### config.mk
export PLATFORM = sky130hd
export DESIGN_NAME = mem_arbiter_responder
export DESIGN_NICKNAME = d
export VERILOG_FILES = /design/src/rtl/mem_arbiter_responder.sv
export SDC_FILE = /design/constraint.sdc
export NUM_CORES = 1
export LEC_CHECK = 0
export ABC_AREA = 1
export CAP_MARGIN = 0
export CORE_AREA = 2 2 213 215
export DETAILED_ROUTE_END_ITERATION = 16
export DIE_AREA = 0 0 215 217
export SLEW_MARGIN = 10
export SYNTH_ARGS = -nofsm -noshare
export SYNTH_HDL_FRONTEND = slang
export SYNTH_SLANG_ARGS = --single-unit
### constraint.sdc
create_clock -name clk -period 2.3 [get_ports clk]
set_input_delay 0.345 -clock clk [delete_from_list [all_inputs] [get_ports clk]]
set_output_delay 0.345 -clock clk [all_outputs]
set_load 0.05 [all_outputs]
### src/rtl/mem_arbiter_responder.sv
// Round-robin arbiter of NUM_PORTS engine ports onto one memory port,
// with in-order read tag tracking. Optional: ARB_PERF_EN (stall counter).
module mem_arbiter_responder #(
    parameter int NUM_PORTS = 2,
    parameter int ADDR_W    = 48,
    parameter int DATA_W    = 64,
    parameter int TAG_DEPTH = 16
) (
    input  logic                          clk,
    input  logic                          rst_n,
    input  logic [NUM_PORTS-1:0]          p_req,
    input  logic [NUM_PORTS-1:0]          p_we,
    input  logic [NUM_PORTS*ADDR_W-1:0]   p_addr,
    input  logic [NUM_PORTS*DATA_W-1:0]   p_wdata,
    output logic [NUM_PORTS-1:0]          p_gnt,
    output logic [NUM_PORTS-1:0]          p_valid,
    output logic [DATA_W-1:0]             p_rdata,
    output logic                          mem_req,
    output logic                          mem_we,
    output logic [ADDR_W-1:0]             mem_addr,
    output logic [DATA_W-1:0]             mem_wdata,
    input  logic                          mem_ready,
    input  logic                          mem_rvalid,
    input  logic [DATA_W-1:0]             mem_rdata,
    output logic [$clog2(TAG_DEPTH):0]    outstanding,
    output logic                          err_sticky,
    output logic [63:0]                   perf_stall_cycles
);

    localparam int PW = (NUM_PORTS > 1) ? $clog2(NUM_PORTS) : 1;
    localparam int AW = $clog2(TAG_DEPTH);
    localparam int CW = AW + 1;

    logic [PW-1:0] rr_ptr;
    logic [PW-1:0] cand;
    logic [PW-1:0] hi_idx;
    logic [PW-1:0] lo_idx;
    logic          hi_found;
    logic          lo_found;
    logic          cand_we;
    logic          full;
    logic          empty;
    logic          blocked;
    logic          grant;
    logic          push;
    logic          pop;

    logic [PW-1:0] tag_mem [TAG_DEPTH];
    logic [AW-1:0] wr_ptr;
    logic [AW-1:0] rd_ptr;
    logic [CW-1:0] count;
    logic [PW-1:0] rd_tag;
    logic [NUM_PORTS-1:0] rsp_onehot;

    assign full  = (count == CW'(TAG_DEPTH));
    assign empty = (count == '0);
    assign outstanding = count;
    assign rd_tag = tag_mem[rd_ptr];

    // First requester at or above rr_ptr, else lowest requester (wrap).
    always_comb begin
        hi_found = 1'b0;
        lo_found = 1'b0;
        hi_idx   = '0;
        lo_idx   = '0;
        for (int i = 0; i < NUM_PORTS; i++) begin
            if (p_req[i]) begin
                if (!lo_found) begin
                    lo_found = 1'b1;
                    lo_idx   = PW'(i);
                end
                if (!hi_found && (i >= int'(rr_ptr))) begin
                    hi_found = 1'b1;
                    hi_idx   = PW'(i);
                end
            end
        end
        cand = hi_found ? hi_idx : lo_idx;
    end

    // Mux the candidate's beat; a full FIFO stalls only read candidates.
    always_comb begin
        cand_we   = 1'b0;
        mem_addr  = '0;
        mem_wdata = '0;
        for (int i = 0; i < NUM_PORTS; i++) begin
            if (cand == PW'(i)) begin
                cand_we   = p_we[i];
                mem_addr  = p_addr[i*ADDR_W +: ADDR_W];
                mem_wdata = p_wdata[i*DATA_W +: DATA_W];
            end
        end
        blocked = !cand_we && full && !mem_rvalid;
        mem_req = rst_n && lo_found && !blocked;
        mem_we  = cand_we;
    end

    assign grant = mem_req & mem_ready;
    assign push  = grant & ~cand_we;
    assign pop   = mem_rvalid & ~empty;

    // Decode grant and response tag into one-hot port vectors.
    always_comb begin
        p_gnt      = '0;
        rsp_onehot = '0;
        for (int i = 0; i < NUM_PORTS; i++) begin
            p_gnt[i]      = grant && (cand == PW'(i));
            rsp_onehot[i] = (rd_tag == PW'(i));
        end
    end

    // Advance the round-robin pointer past each granted port.
    always_ff @(posedge clk or negedge rst_n) begin
        if (!rst_n) begin
            rr_ptr <= '0;
        end else if (grant) begin
            rr_ptr <= (cand == PW'(NUM_PORTS-1)) ? '0 : cand + PW'(1);
        end
    end

    // Tag storage needs no reset; occupancy is tracked by count.
    always_ff @(posedge clk) begin
        if (push) begin
            tag_mem[wr_ptr] <= cand;
        end
    end

    // Tag FIFO pointers and occupancy.
    always_ff @(posedge clk or negedge rst_n) begin
        if (!rst_n) begin
            wr_ptr <= '0;
            rd_ptr <= '0;
            count  <= '0;
        end else begin
            if (push) begin
                wr_ptr <= wr_ptr + AW'(1);
            end
            if (pop) begin
                rd_ptr <= rd_ptr + AW'(1);
            end
            unique case ({push, pop})
                2'b10:   count <= count + CW'(1);
                2'b01:   count <= count - CW'(1);
                default: count <= count;
            endcase
        end
    end

    // Route read data to the issuing port; flag orphan responses.
    always_ff @(posedge clk or negedge rst_n) begin
        if (!rst_n) begin
            p_valid    <= '0;
            p_rdata    <= '0;
            err_sticky <= 1'b0;
        end else begin
            p_valid <= pop ? rsp_onehot : '0;
            if (pop) begin
                p_rdata <= mem_rdata;
            end
            if (mem_rvalid && empty) begin
                err_sticky <= 1'b1;
            end
        end
    end

`ifdef ARB_PERF_EN
    // Count cycles where someone requests but nobody is granted.
    always_ff @(posedge clk or negedge rst_n) begin
        if (!rst_n) begin
            perf_stall_cycles <= '0;
        end else if ((|p_req) && !(|p_gnt)) begin
            perf_stall_cycles <= perf_stall_cycles + 64'd1;
        end
    end
`else
    assign perf_stall_cycles = '0;
`endif

endmodule

* Word level (Yosys, flattened, before mapping)
Memory sizes are Yosys's and may differ from the RTL's. Cells that the tools add are included.
Word-level totals: flip-flop bits (word level) 81, RAM bits 16, input port bits 296, output and inout bits 252, word-level logic and storage cells 54, memories 1
Memories:
- tag_mem | depth 16, width 1, rd ports 1, clocked after memory_dff 0, wr ports 1, line 48 | logic [PW-1:0] tag_mem [TAG_DEPTH];
Operators by class: add/subtract/negate cells 5, $lt $le $gt $ge 1, eq/ne operators 3, muxes and demuxes 18, bitwise logic cells 7, reduce and logical (&&, ||, !) cells 12
Operators by type and width (count):
- 64-bit two-way mux | 1
- 48-bit two-way mux | 1
- 1-bit two-way mux | 14
- 5-bit one-hot mux with 2 select lines | 1
- 4-bit by 1-bit adder with 4-bit output (second input constant) | 2
- 1-bit logical AND | 7
- 5-bit by 1-bit adder with 5-bit output (second input constant) | 1
- 5-bit == test (second input constant) | 1
- 5-bit logical NOT | 1
- 5-bit by 1-bit subtractor with 5-bit output (second input constant) | 1
- 1-bit NOT | 4
- 1-bit AND | 3
- 1-bit logical NOT | 3
- 2-bit by 1-bit == test with 1-bit output (second input constant) | 1
- 2-bit == test (second input constant) | 1
- 2-bit two-way mux | 1
- 2-bit nonzero test | 1
- 1-bit adder (second input constant) | 1
- 1-bit >= comparator (first input constant) | 1

* Depth between registers and ports, before layout
depth after elaboration 16, gate-level depth with buffers 17

* Worst setup path before layout
OpenSTA, ideal clock, no wires.
path kind reg-to-output, start register count[0], in the netlist outstanding[0], end output mem_req, data arrival time 2.165 ns, required time 1.955 ns, setup slack -0.210 ns, cell stages (with the launch flop) 5, path buffers 0, path through dfrtp_1 > nor2_1 > nand3_1 > inv_1 > a21boi_0
Between the ends: longest elaborated chain between the ends 5
RTL lines:
- from (decl) | line 51 | logic [CW-1:0] count;
- from (signal assigned) | line 142 | 2'b10: count <= count + CW'(1);
- from (signal assigned) | line 143 | 2'b01: count <= count - CW'(1);
- from (signal assigned) | line 144 | default: count <= count;
- 5-bit == test | line 55 | assign full = (count == CW'(TAG_DEPTH));
- 1-bit logical AND (2 in series) | line 93 | blocked = !cand_we && full && !mem_rvalid;
- 1-bit logical NOT | line 94 | mem_req = rst_n && lo_found && !blocked;
- 1-bit logical AND | line 94
- to (decl) | line 18 | output logic mem_req,
Every way passes these cells.

* Worst setup path after layout
start input p_req[1], end output mem_addr[8]
Between the ends: longest elaborated chain between the ends 3
RTL lines:
- from (decl) | line 11 | input logic [NUM_PORTS-1:0] p_req,
- 1-bit two-way mux | line 67 | if (p_req[i]) begin
- 1-bit two-way mux (*) | line 78 | cand = hi_found ? hi_idx : lo_idx;
- 48-bit two-way mux (*) | line 87 | if (cand == PW'(i)) begin
- to (decl) | line 20 | output logic [ADDR_W-1:0] mem_addr,
Mark *: on every way between the ends. The rest lies on a longest branch, timed or not.

==> results.json <==
{
  "ys_seq_area_share_pct": 41.0,
  "place_area_um2": 12600,
  "vias": 7141,
  "syn_inst": 905,
  "crit_type": "in2out",
  "utilization_pct": 29.3,
  "cts_tree": "done",
  "numCtsBuffers": 9,
  "setup_viol": 0,
  "via_per_inst": 3.57,
  "powerDensity_nw_per_um2": 823,
  "switching_power_uw": 5180,
  "critPathRequiredTime_ns": 1.96,
  "dpl.hpwl_mm": 24.8,
  "initialDrtViolationCount": 357,
  "wl_per_cell_um": 15.0,
  "numPortBuffers": 483,
  "whs_ns": 0.480,
  "arrival_ns": 1.89,
  "fillers": 4816,
  "slew_violations": 0,
  "final.min_clock_period_ns": 2.24,
  "synth_area_per_cell_um2": 6.75,
  "grt_max_degree": 93,
  "core-area_um2": 44700,
  "hold_viol": 0,
  "clk_pin_slew_ns": 0.06,
  "synth_area_um2": 6110,
  "finalNetCount": 1696,
  "drive_above_1_share_pct": 14.6,
  "finalCritPeriodShare_pct": 97.2,
  "slowest_stage": "clkdlybuf4s50_1",
  "min_path_type": "reg2reg",
  "worstSetupStartpointType": "input pin",
  "tightest_slew_ns": 0.813,
  "route.detailed.drc": 0,
  "drtAntennaViolNets": 0,
  "pwr-share-seq_pct": 23.6,
  "whs_path_depth": 2,
  "start_util_pct": 13.7,
  "wirelength_mm": 29.9,
  "ys_seq_elements": 97,
  "status": "finished clean",
  "switching_share_pct": 48.0,
  "combPwrFrac_pct": 62.7,
  "grt_pass1_wl_mm": 43.1,
  "rows": 78,
  "synth_top_area_share_pct": 36.1,
  "drt-pass1-iter-count": 6,
  "final_cell_area_um2": 13100,
  "clock_skew_ns": 0.0135,
  "synth_top_cell_by_area": "nand2_1",
  "cts_max_level": 3,
  "tns_ns": 0,
  "ios": 548,
  "p_total_uw": 10800,
  "rsz0062_at_grt": "yes",
  "ys_types": 26,
  "p_clk_share_pct": 13.7,
  "p_leak_uw": 0.00628,
  "max-vdd-ir-drop_mv": 0.535,
  "critPathCaptureType": "primary output",
  "max_freq_mhz": 447,
  "cts-root-buf": "clkbuf_16",
  "die_h_um": 217,
  "worstPathCellList": "clkdlybuf4s50_1, nand2_4, buf_8, inv_6, buf_12, buf_4, nand2_1, nand2_1, buf_12",
  "fp.dieW_um": 215,
  "worstRegToRegCells": 17,
  "yosysWarnings": 0,
  "syn_to_final_growth_pct": 115,
  "p_int_uw": 5610,
  "cap_violations": 0,
  "antenna_found_initial": 6,
  "grt_overflow_total": 0,
  "numClockSinks": 97,
  "path_max_fanout": 32,
  "yosys-top-cells-area": "nand2_1 (36%), dfrtp_1 (33%), buf_4 (8.8%)",
  "routabilityCongestion": 0.877,
  "dieArea_um2": 46700,
  "relSlewSlack_pct": 45.8,
  "cts.path.max_buffers": 2,
  "clock_latency_ns": 0.35,
  "grt_pass1_vias": 7186,
  "grt_usage_pct": 12.2,
  "cp_slowest_stage_delay_ns": 0.54
}
==> state kept, by name (all words and copies together), names as in the netlist <==
register / flops
outstanding: 5
p_valid: 2
rr_ptr: 1
tag_mem: 16
rd_ptr: 4
err_sticky: 1
wr_ptr: 4
p_rdata: 64
==> cells in the mapped netlist <==
cell type / n
o21bai_1: 2
dfrtp_1: 81
o21a_1: 1
nor2_1: 20
nor2_2: 2
a21oi_1: 1
clkbuf_1: 9
buf_6: 2
o21ai_0: 6
ha_1: 9
nand2_4: 5
nand2_2: 4
edfxtp_1: 16
nand4_4: 1
inv_2: 3
xnor2_1: 4
xor2_1: 6
conb_1: 1
inv_1: 29
buf_4: 72
a21boi_0: 2
nand2_1: 587
nand3_1: 20
buf_2: 20
inv_6: 1
nand3b_1: 1
==> final timing paths <==
kind	from	end	slack, ns
setup / recovery	p_req[1]	mem_addr[8]	0.06
hold / removal	p_rdata[12]$_DFFE_PN0P_	p_rdata[12]$_DFFE_PN0P_	0.48
setup reg to reg	rr_ptr$_DFFE_PN0N_	outstanding[4]$_DFFE_PN0P_	0.14
hold reg to reg	p_rdata[12]$_DFFE_PN0P_	p_rdata[12]$_DFFE_PN0P_	0.48
max in group asynchronous	rst_n	outstanding[0]$_DFFE_PN0P_	0.63
min in group asynchronous	rst_n	p_rdata[15]$_DFFE_PN0P_	0.54
==> timing repair <==
item,CTS,global route
endpoints found under the hold margin,9,0
pin swaps,1,2
setup endpoints to repair,15,93
setup buffers,1,2
cloned,0,1
gates resized for setup,16,12
hold buffers,1,0
==> cell families after synthesis <==
kind of cell | count (synthesis) | synth area share, %
adder cells (fa/ha/maj) | 9 | 1.84
XOR/XNOR | 10 | 1.43
buffers and inverters | 136 | 13.5
flip-flops | 97 | 41.0
AND/OR/NAND/NOR | 640 | 40.9
other | 1 | 0.0614
AO/OA/AOI/OAI | 12 | 1.19
==> final cells by class <==
| cell class | instances | area (um^2) | area share, % |
|---|---|---|---|
| timing repair buffer | 515 | 6310 | 48.1 |
| multi-input combinational | 735 | 3100 | 23.7 |
| sequential | 97 | 2510 | 19.2 |
| tap | 600 | 751 | 5.72 |
| clock buffer | 10 | 250 | 1.91 |
| inverter | 33 | 134 | 1.02 |
| clock inverter | 6 | 45.0 | 0.343 |
| antenna | 3 | 7.51 | 0.0572 |
==> stage by stage <==
step | cells | setup slack [ns]
final | 1999 | 0.0638
after global routing | 1999 | -0.0535
after CTS | 1993 | -0.00687
after detailed placement | 1975 | -0.527
after global placement | 1975 | -0.372
after floorplan | 968 | 0.0101
==> per-layer routing <==
metal / wire length [um] / part of all wire, % / up-vias / track usage [%]
li1: - / - / 3567 / -
met1: 10700 / 36 / 3248 / 12.6
met2: 15600 / 52 / 299 / 22.1
met3: 2900 / 9.7 / 27 / 4.95
met4: 723 / 2.4 / 0 / 4.44
met5: 0 / 0 / - / 0
==> cells in the final DEF (no fill, tap or decap), drive strengths merged <==
cell           instances
clkdlybuf4s50        365
o21bai                 2
a21boi                 2
nand3b                 1
nand4                  1
buf                  148
clkbuf                11
xnor2                  4
nand3                 20
nor2                  22
nand2                596
ha                     9
diode                  3
xor2                   6
a21oi                  1
conb                  64
edfxtp                16
o21a                   1
dlygate4sd3            1
clkinv                 3
o21ai                  6
inv                   36
dfrtp                 81
==> power by group through the flow <==
| stage | clock, uW | sequential (uW) | combinational (uW) |
|---|---|---|---|
| final | 1480 | 2550 | 6770 |
| after global routing | 1600 | 2610 | 7190 |
| after CTS | 1540 | 2540 | 6740 |
| after detailed placement | 0 | 2560 | 6680 |
| after global placement | 0 | 2540 | 6620 |
| after floorplan | 0 | 3770 | 2580 |
==> worst max-delay path: cells and delay by family <==
family | cells | cell delay [ns]
buffers and inverters | 6 | 1.26
and+or+nand+nor | 3 | 0.24
Note: power is estimated with default switching activity, not from simulation.
